<file path="config.mk">
export PLATFORM = sky130hd
export DESIGN_NAME = unloader_word_buffer
export DESIGN_NICKNAME = d
export VERILOG_FILES = /design/src/rtl/unloader_word_buffer_pkg.sv /design/src/rtl/unloader_word_buffer.sv
export SDC_FILE = /design/constraint.sdc
export NUM_CORES = 1
export LEC_CHECK = 0
export CORE_UTILIZATION = 35
export CTS_BUF_LIST = sky130_fd_sc_hd__clkbuf_2 sky130_fd_sc_hd__clkbuf_4 sky130_fd_sc_hd__clkbuf_8
export DETAILED_ROUTE_END_ITERATION = 16
export DONT_BUFFER_PORTS = 1
export GPL_TIMING_DRIVEN = 0
export SLEW_MARGIN = 20
export SYNTH_ARGS = -nofsm -noshare
export SYNTH_HDL_FRONTEND = slang
export SYNTH_SLANG_ARGS = --single-unit
</file>
<file path="constraint.sdc">
create_clock -name clk_memory -period 8.8 [get_ports clk_memory]
set_input_delay 0.88 -clock clk_memory [delete_from_list [all_inputs] [get_ports clk_memory]]
set_output_delay 0.88 -clock clk_memory [all_outputs]
set_load 0.02 [all_outputs]
</file>
<file path="src/rtl/unloader_word_buffer_pkg.sv">
// Shared definitions for the loader/unloader word buffer blocks.
//   state_t         : word-buffer FSM states
//   LINE_W          : width of the buffered line (two 16-bit memory words)
//   TIMEOUT_DEFAULT : default per-beat wait limit for mem_ack
//   line_byte()     : little-endian byte select out of a line
package unloader_word_buffer_pkg;

   localparam int LINE_W          = 32;
   localparam int TIMEOUT_DEFAULT = 16;
   localparam int ADDR_W          = 28;
   localparam int WADDR_W         = 27;
   localparam int TAG_W           = 26;

   typedef enum logic [2:0] {
      IDLE,
      FETCH_LO,
      WAIT_LO,
      FETCH_HI,
      WAIT_HI,
      RESPOND
   } state_t;

   // Byte n of the line sits in bits 8n+7:8n.
   function automatic logic [7:0] line_byte(input logic [LINE_W-1:0] line,
                                            input logic [1:0]        sel);
      logic [7:0] b;
      case (sel)
         2'd0:    b = line[7:0];
         2'd1:    b = line[15:8];
         2'd2:    b = line[23:16];
         default: b = line[31:24];
      endcase
      return b;
   endfunction

endpackage

</file>
<file path="src/rtl/unloader_word_buffer.sv">
// One-line (32-bit) read buffer between the data unloader (byte reads) and a
// 16-bit word memory. A hit answers in one cycle; a miss fetches the low and
// high words of the line and then answers. A beat that is not acknowledged
// within TIMEOUT cycles is answered with 8'h00 and flagged.
// Ports:
//   clk_memory, reset          : clock, synchronous active-high reset
//   read_en/read_addr          : byte read request (accepted only in IDLE)
//   read_data/read_valid       : byte response, read_valid is a 1-cycle pulse
//   invalidate                 : drops the buffered line
//   mem_rd/mem_addr            : word read request, mem_addr held per beat
//   mem_ack/mem_data           : word response
//   err_timeout/err_overrun    : sticky error flags, cleared only by reset
module unloader_word_buffer
   import unloader_word_buffer_pkg::*;
#(
   parameter int TIMEOUT = TIMEOUT_DEFAULT
) (
   input  logic               clk_memory,
   input  logic               reset,
   input  logic               read_en,
   input  logic [ADDR_W-1:0]  read_addr,
   output logic [7:0]         read_data,
   output logic               read_valid,
   input  logic               invalidate,
   output logic               mem_rd,
   output logic [WADDR_W-1:0] mem_addr,
   input  logic               mem_ack,
   input  logic [15:0]        mem_data,
   output logic               err_timeout,
   output logic               err_overrun
);

   localparam int               CNT_W    = $clog2(TIMEOUT + 1);
   localparam logic [CNT_W-1:0] CNT_LAST = CNT_W'(TIMEOUT - 1);

   state_t               state_q, state_d;
   logic                 valid_q, valid_d;
   logic                 inv_pend_q, inv_pend_d;
   logic [CNT_W-1:0]     cnt_q, cnt_d;
   logic [7:0]           read_data_q, read_data_d;
   logic                 read_valid_q, read_valid_d;
   logic                 mem_rd_q, mem_rd_d;
   logic [WADDR_W-1:0]   mem_addr_q, mem_addr_d;
   logic                 err_timeout_q, err_timeout_d;
   logic                 err_overrun_q, err_overrun_d;
   logic [TAG_W-1:0]     tag_q, tag_d;
   logic [LINE_W-1:0]    line_q, line_d;
   logic [TAG_W-1:0]     req_tag_q, req_tag_d;
   logic [1:0]           req_sel_q, req_sel_d;

   logic                 in_wait;
   logic                 hit;
   logic                 beat_expired;

   assign in_wait      = (state_q == WAIT_LO) || (state_q == WAIT_HI);
   // A coincident invalidate turns the read into a miss.
   assign hit          = read_en && valid_q && !invalidate &&
                         (read_addr[ADDR_W-1:2] == tag_q);
   assign beat_expired = in_wait && !mem_ack && (cnt_q == CNT_LAST);

   always_comb begin
      state_d       = state_q;
      valid_d       = valid_q;
      inv_pend_d    = inv_pend_q;
      read_data_d   = read_data_q;
      read_valid_d  = 1'b0;
      mem_rd_d      = 1'b0;
      mem_addr_d    = mem_addr_q;
      err_timeout_d = err_timeout_q;
      err_overrun_d = err_overrun_q;
      tag_d         = tag_q;
      line_d        = line_q;
      req_tag_d     = req_tag_q;
      req_sel_d     = req_sel_q;
      // Counts consecutive un-acknowledged cycles of the current beat.
      cnt_d         = (in_wait && !mem_ack) ? cnt_q + CNT_W'(1) : '0;

      if (invalidate) begin
         valid_d = 1'b0;
         // Remember it so the line being fetched is not marked valid.
         if (state_q != IDLE) inv_pend_d = 1'b1;
      end
      // Requests outside IDLE are dropped, not queued.
      if (read_en && (state_q != IDLE)) err_overrun_d = 1'b1;

      case (state_q)
         IDLE: begin
            if (read_en) begin
               req_tag_d = read_addr[ADDR_W-1:2];
               req_sel_d = read_addr[1:0];
               if (hit) begin
                  read_data_d  = line_byte(line_q, read_addr[1:0]);
                  read_valid_d = 1'b1;
               end else begin
                  state_d    = FETCH_LO;
                  mem_rd_d   = 1'b1;
                  mem_addr_d = {read_addr[ADDR_W-1:2], 1'b0};
                  inv_pend_d = 1'b0;
               end
            end
         end
         FETCH_LO: state_d = WAIT_LO;
         WAIT_LO: begin
            if (mem_ack) begin
               line_d[15:0] = mem_data;
               state_d      = FETCH_HI;
               mem_rd_d     = 1'b1;
               mem_addr_d   = {req_tag_q, 1'b1};
            end else if (beat_expired) begin
               read_data_d   = 8'h00;
               read_valid_d  = 1'b1;
               valid_d       = 1'b0;
               err_timeout_d = 1'b1;
               state_d       = IDLE;
            end
         end
         FETCH_HI: state_d = WAIT_HI;
         WAIT_HI: begin
            if (mem_ack) begin
               line_d[31:16] = mem_data;
               tag_d         = req_tag_q;
               valid_d       = !(inv_pend_q || invalidate);
               state_d       = RESPOND;
            end else if (beat_expired) begin
               read_data_d   = 8'h00;
               read_valid_d  = 1'b1;
               valid_d       = 1'b0;
               err_timeout_d = 1'b1;
               state_d       = IDLE;
            end
         end
         RESPOND: begin
            read_data_d  = line_byte(line_q, req_sel_q);
            read_valid_d = 1'b1;
            state_d      = IDLE;
         end
         default: state_d = IDLE;
      endcase
   end

   always_ff @(posedge clk_memory) begin
      if (reset) begin
         state_q       <= IDLE;
         valid_q       <= 1'b0;
         inv_pend_q    <= 1'b0;
         cnt_q         <= '0;
         read_data_q   <= 8'h00;
         read_valid_q  <= 1'b0;
         mem_rd_q      <= 1'b0;
         mem_addr_q    <= '0;
         err_timeout_q <= 1'b0;
         err_overrun_q <= 1'b0;
      end else begin
         state_q       <= state_d;
         valid_q       <= valid_d;
         inv_pend_q    <= inv_pend_d;
         cnt_q         <= cnt_d;
         read_data_q   <= read_data_d;
         read_valid_q  <= read_valid_d;
         mem_rd_q      <= mem_rd_d;
         mem_addr_q    <= mem_addr_d;
         err_timeout_q <= err_timeout_d;
         err_overrun_q <= err_overrun_d;
      end
   end

   // Line contents and request tags are qualified by valid_q / state_q.
   always_ff @(posedge clk_memory) begin
      tag_q     <= tag_d;
      line_q    <= line_d;
      req_tag_q <= req_tag_d;
      req_sel_q <= req_sel_d;
   end

   assign read_data   = read_data_q;
   assign read_valid  = read_valid_q;
   assign mem_rd      = mem_rd_q;
   assign mem_addr    = mem_addr_q;
   assign err_timeout = err_timeout_q;
   assign err_overrun = err_overrun_q;

endmodule

</file>
==> impl_metrics.yaml, run 1 <==
status:
  status: "finished, final reports clean"
sta:
  tightest_slew_ps: 822.1
  fin_skew_ps: 12.22
  holdWs_ps: 453.6
  hold_viol_final: 0
  finalSetupViolCount: 0
  slew_violations: 0
  relSlewSlack: 0.4519
  min_period_ps: 2691
  max_freq_mhz: 371.6
  fin_tns_setup_ps: 0
  grt_setup_unrepaired: "no"
  postLayoutSetupSlackWorst_ps: 6109
  fin_crit_sh: 0.3058
power:
  total_power_mw: 1.515
  p_clk_frac: 0.377
  p_sw_frac: 0.2690
  p_int_mw: 1.108
  ir_drop_mv: 0.1100
  power_per_cell_area_mw_per_mm2: 236.1
  power_leakage_nw: 2.061
  combPwrFrac: 0.110
  seqPwrFrac: 0.513
  switching_power_mw: 0.4077
synthesis:
  synthFlopType: "edfxtp_1"
  synthArstFlopShare: 0
  synth_area_leaders: "edfxtp_1 (46%), dfxtp_1 (17%), mux4_2 (6.4%)"
  synthCells: 396
  muxShareOfSynthArea: 0.1099
  yosysSeqAreaShare: 0.6312
  synth_top_family_by_area: "multiplexers"
  synth_compound_area_frac: 0.08998
  yosys.area_share.simple: 0.09153
  postSynthNetCount: 447
  synth_seq_cells: 135
  synth_top_area_frac: 0.4574
  synth_common_cells: "edfxtp_1 (86), dfxtp_1 (49), nor2_1 (33), nor3_1 (29)"
  ys_types: 42
  yosys.area.top_type: "edfxtp_1"
  synth_edf_count: 86
  yosysMostFrequentCell: "edfxtp_1"
  syn_area_sq_mm: 0.005645
  synth_xor_area_frac: 0.04499
  avgSynthCellArea_sq_um: 14.26
  synthAdderAreaFrac: 0.004433
  yosysWarnings: 0
clock_network:
  cts_made_buffers: 17
  cts_sinks: 135
  clk_pin_slew_worst_paths_ps: 90
  cts.path.max_buffers: 2
  h-tree-depth: 4
  cts_tree: "built"
  cts_resized: 0
  post_cts_buffers: 0
  clkLatencyLatePin_ps: 450
  ctsHoldBuffers: 0
  cts_root_buf: "clkbuf_8"
detailed_routing:
  dr.pass1.iters: 4
  ant_nets: 0
  wirelength_mm: 12.76
  wl_met1_mm: 5.366
  highest_layer: "met4"
  wl_per_cell_microns: 19.76
  vias: 3335
  wl_met3_microns: 829
  vias_per_cell: 5.163
  dr_wl_met2_mm: 6.303
  drcViolationCount: 0
  first_iter_violations: 134
grt:
  grt_pass1_vias: 3439
  grt_pass1_wl_mm: 19.43
  grt_usage: 0.1630
  antenna_found_initial: 0
  grt_max_degree: 27
  gr-total-overflow: 0
die:
  dieHeight_microns: 129
  die_w_microns: 129
  start_util: 0.3567
  core_area_sq_mm: 0.01583
  rows: 46
  ios: 88
  dieArea_sq_mm: 0.01664
place:
  dp.cells: 614
  preCtsSetupSlack_ps: 5817
  dpl.hpwl_mm: 8.830
  portBuffers: 0
  dpl_cell_area_sq_mm: 0.005972
  gp_congestion: 0.7609
layout:
  drive_gt1_frac: 0.2093
  multi_input_area_sq_mm: 0.001932
  postLayoutCellArea_sq_mm: 0.006419
  fill_cells: 1474
  nets: 468
  diodes: 0
  fin_cells: 646
  area.sequential_sq_mm: 0.003563
  final_util: 0.4055
  area_growth_pct: 13.70
setup_path:
  critPathKind: "register to register"
  critPathSlowestCell: "nor2_4"
  crit_required_ps: 9110
  slowest_delay_ps: 510
  crit_fanout: 17
  cp-start-kind: "register"
  endpoint_kind: "register"
  crit_chain: "buf_2 > or3_1 > nor2_4 > o31a_1 > buf_2 > buf_4 > nor2_1 > nor4_1"
  crit_buf_inv: 3
  crit_family: "simple AND/OR/NAND/NOR gates"
  cpMostUsedCell: "buf_2"
  crit_arrival_ps: 3000
flow_run:
  cap_violations: 0
worst_hold_path:
  hold_path.class: "register to register"
## power groups by stage
stage	registers [mW]	logic (mW)	clock network (mW)
2_1_floorplan	0.782	0.128	0
3_3_place_gp	0.792	0.158	0
3_5_place_dp	0.793	0.168	0
4_1_cts	0.778	0.169	0.584
5_1_grt	0.782	0.183	0.606
6_report	0.777	0.166	0.572
## path summary, 6_finish.rpt
path	slack, ps	depth (start not counted)	from	endpoint
max reg2reg	6110	8	state_q[1]$_SDFFE_PP0P_	mem_rd$_SDFF_PP0_
min reg2reg	450	0	req_tag_q[4]$_DFFE_PP_	tag_q[4]$_DFFE_PP_
max	6110	8	state_q[1]$_SDFFE_PP0P_	mem_rd$_SDFF_PP0_
min	450	0	req_tag_q[4]$_DFFE_PP_	tag_q[4]$_DFFE_PP_
## layout make-up
type / instances / share of cell area
well taps: 216 / 0.04211
clock buffers: 18 / 0.03860
multi-input cells: 230 / 0.3010
repair buffers: 2 / 0.007407
inverters: 5 / 0.002924
flip-flops and latches: 135 / 0.5552
clock inverters: 14 / 0.03099
plain buffers: 26 / 0.02183
## metal layers
metal	GRT usage	vias to the layer above
met1	0.1963	1683
met3	0.05364	20
met5	0	-
li1	-	1546
met4	0.07889	0
met2	0.2633	86
## cells by family after synthesis
kind of cell | count (synthesis)
buf+inv | 31
compound gates | 55
xor+xnor | 29
flops | 135
simple gates | 102
mux | 42
fa+ha+maj | 2
## registers in the layout, indices dropped and copies added (netlist names), 2 cells and up
signal     flops
cnt_q          5
tag_q         26
line_q        32
state_q        3
read_data      8
req_tag_q     26
mem_addr      27
req_sel_q      2
## worst register-to-register path: stages (launching register included)
cell and delay [ps]:
dfxtp_1 310, buf_2 180, or3_1 460, nor2_4 510, o31a_1 240, buf_2 230, buf_4 240, nor2_1 80
nor4_1 320
## cells in the final DEF, fill, tap and decap left out, types with 2 or more instances in the layout
master / count
edfxtp_1: 86
dfxtp_1: 49
nor2_1: 32
nor3_1: 29
xor2_1: 26
mux2i_1: 26
a211oi_2: 20
clkbuf_8: 18
mux4_2: 16
a211oi_1: 15
clkbuf_1: 14
nand2_1: 11
a21oi_1: 11
buf_2: 6
nor4_1: 5
nand2b_1: 4
buf_6: 4
inv_1: 4
clkinv_4: 4
bufinv_16: 4
nand3_1: 3
xnor2_1: 3
nand3b_1: 3
nor2b_1: 2
nor4_2: 2
nor3b_1: 2
ha_1: 2
clkinvlp_4: 2
(Power assumes the default switching activity.)
==> run 2: changes to the inputs <==
==> constraint.sdc (replaced) <==
create_clock -name clk_memory -period 2.2 [get_ports clk_memory]
set_input_delay 0.22 -clock clk_memory [delete_from_list [all_inputs] [get_ports clk_memory]]
set_output_delay 0.22 -clock clk_memory [all_outputs]
set_load 0.02 [all_outputs]
==> impl_metrics.yaml, run 2 (same netlist as run 1, synthesis figures left out) <==
grt:
  grt_util_met1: 0.2216
  antenna_found_initial: 0
  grt-busiest-layer: "met2"
  grt_pass1_wl_mm: 21.07
  grt_use_met2: 0.2801
  grt_max_degree: 26
  grt_usage: 0.1761
  grt_use_met3: 0.06611
  gr-total-overflow: 0
  grt_pass1_vias: 3743
sta:
  relSlewSlack: 0.4447
  fin_tns_setup_ps: -1260
  min_period_ps: 2366
  finalSetupViolCount: 9
  postLayoutSetupSlackWorst_ps: -165.7
  hold_viol_final: 0
  fin_crit_sh: 1.075
  fin_skew_ps: 10.76
  max_freq_mhz: 422.7
  tightest_slew_ps: 833.0
  grt_setup_unrepaired: "yes"
  slew_violations: 0
  holdWs_ps: 35.47
power:
  power_per_cell_area_mw_per_mm2: 832.6
  p_int_mw: 4.306
  p_clk_frac: 0.334
  seqPwrFrac: 0.517
  total_power_mw: 6.041
  switching_power_mw: 1.736
  combPwrFrac: 0.148
  ir_drop_mv: 0.3350
  p_sw_frac: 0.2873
  power_leakage_nw: 2.381
worst_hold_path:
  worstHoldEndpoint: "mem_addr[13]$_SDFFE_PP0P_"
  min-delay-start: "read_addr[14]"
  hold_path_depth: 2
  hold_path.class: "primary input to register"
place:
  gp_congestion: 0.7746
  portBuffers: 0
  dpl.hpwl_mm: 8.763
  preCtsSetupSlack_ps: -564.9
  dpl_cell_area_sq_mm: 0.006006
  dp.cells: 613
detailed_routing:
  drcViolationCount: 0
  wirelength_mm: 13.95
  vias: 3619
  dr.pass1.iters: 4
  ant_nets: 0
  vias_per_cell: 5.119
  wl_per_cell_microns: 19.74
  first_iter_violations: 232
layout:
  final_util: 0.4584
  layout_commonest_cell: "edfxtp_1"
  postLayoutCellArea_sq_mm: 0.007256
  fin_cells: 707
  area.sequential_sq_mm: 0.003566
  largest_reg_flops: 32
  top_register: "line_q"
  final_cell_mix: "edfxtp_1 (86), dfxtp_1 (47), dlygate4sd3_1 (46)"
  nets: 529
  diodes: 0
  drive_gt1_frac: 0.3014
  multi_input_area_sq_mm: 0.002205
  fill_cells: 1412
  area_growth_pct: 28.52
die:
  rows: 46
  core_area_sq_mm: 0.01583
  dieHeight_microns: 129
  dieArea_sq_mm: 0.01664
  die_w_microns: 129
  start_util: 0.3567
  ios: 88
clock_network:
  h-tree-depth: 4
  cts_tree: "built"
  cts_sinks: 135
  cts_made_buffers: 17
  cts_root_buf: "clkbuf_8"
  clkLatencyLatePin_ps: 460
  cts.path.max_buffers: 2
  clk_pin_slew_worst_paths_ps: 90
setup_path:
  worstReg2RegStart: "cnt_q[1]$_SDFF_PP0_"
  endpoint_kind: "register"
  critPathKind: "register to register"
  crit_required_ps: 2570
  r2r_end: "read_data[7]$_SDFFE_PP0P_"
  r2r_cells: 11
  cp-start-kind: "register"
  crit_arrival_ps: 2730
  rrSetupSlack_ps: -170
  crit_fanout: 8
status:
  status: "complete, but fails checks"
  violations: "negative setup slack"
flow_run:
  cap_violations: 0
## run 2: changes by cell type in the layout (fill, tap and decap cells not counted), sizes merged
cell         before  now
dlygate4sd3       0   46
buf              13   26
bufinv            4    2
inv               7    9
clkinvlp          2    3
nor2             34   35
## run 2: area by class of cell
class                           instances  share of cell area
Sequential cell                       135              0.4915
Multi-Input combinational cell        231              0.3038
Timing Repair Buffer                   62             0.08553
Tap cell                              216             0.03725
Clock buffer                           17             0.03225
Buffer                                 26             0.02587
Clock inverter                         15             0.02087
Inverter                                5            0.002932
## run 2: worst max-delay path by stage
stage                            startpoint                        end  slack, ps  cells past startpoint
finish                  cnt_q[1]$_SDFF_PP0_  read_data[7]$_SDFFE_PP0P_       -170                     11
global route            cnt_q[1]$_SDFF_PP0_  read_data[6]$_SDFFE_PP0P_       -290                     11
CTS                     cnt_q[1]$_SDFF_PP0_  read_data[5]$_SDFFE_PP0P_       -170                     11
detailed placement  state_q[1]$_SDFFE_PP0P_          mem_rd$_SDFF_PP0_       -560                      8
global placement    state_q[2]$_SDFFE_PP0P_       line_q[27]$_DFFE_PP_       -820                      4
floorplan               cnt_q[1]$_SDFF_PP0_  read_data[5]$_SDFFE_PP0P_         -5                     10
## run 2: routing by layer
metal  up-vias  wire (microns)
met5         -               0
met4         0             153
met3        15             831
met2        88            6746
met1      1840            6221
li1       1676               -
## run 2: power by group through the flow
stage                     Clock, mW  Combinational [mW]  Sequential (mW)
after CTS                      2.06               0.822             3.12
after global placement            0               0.646             3.17
final                          2.02               0.897             3.13
after global routing           2.18               0.961             3.14
after floorplan                   0               0.526             3.13
after detailed placement          0               0.659             3.17
## run 2: repair_timing
item / in CTS / in global routing
hold buffers: 46 / 0
setup buffers: 8 / 6
gates resized for setup: 28 / 32
endpoints found under the setup margin: 61 / 31
endpoints found under the hold margin: 69 / 0
pin swaps: 11 / 9
cloned: 2 / 0
## run 2: critical path: stages (launching register included)
cell and delay, ps:
dfxtp_2 360, ha_4 130, and3_4 190, ha_4 130, or3b_4 380, a221oi_4 330, nand4_2 150, o21ai_4 170
buf_12 140, buf_6 100, nor2_1 50, a211oi_2 150
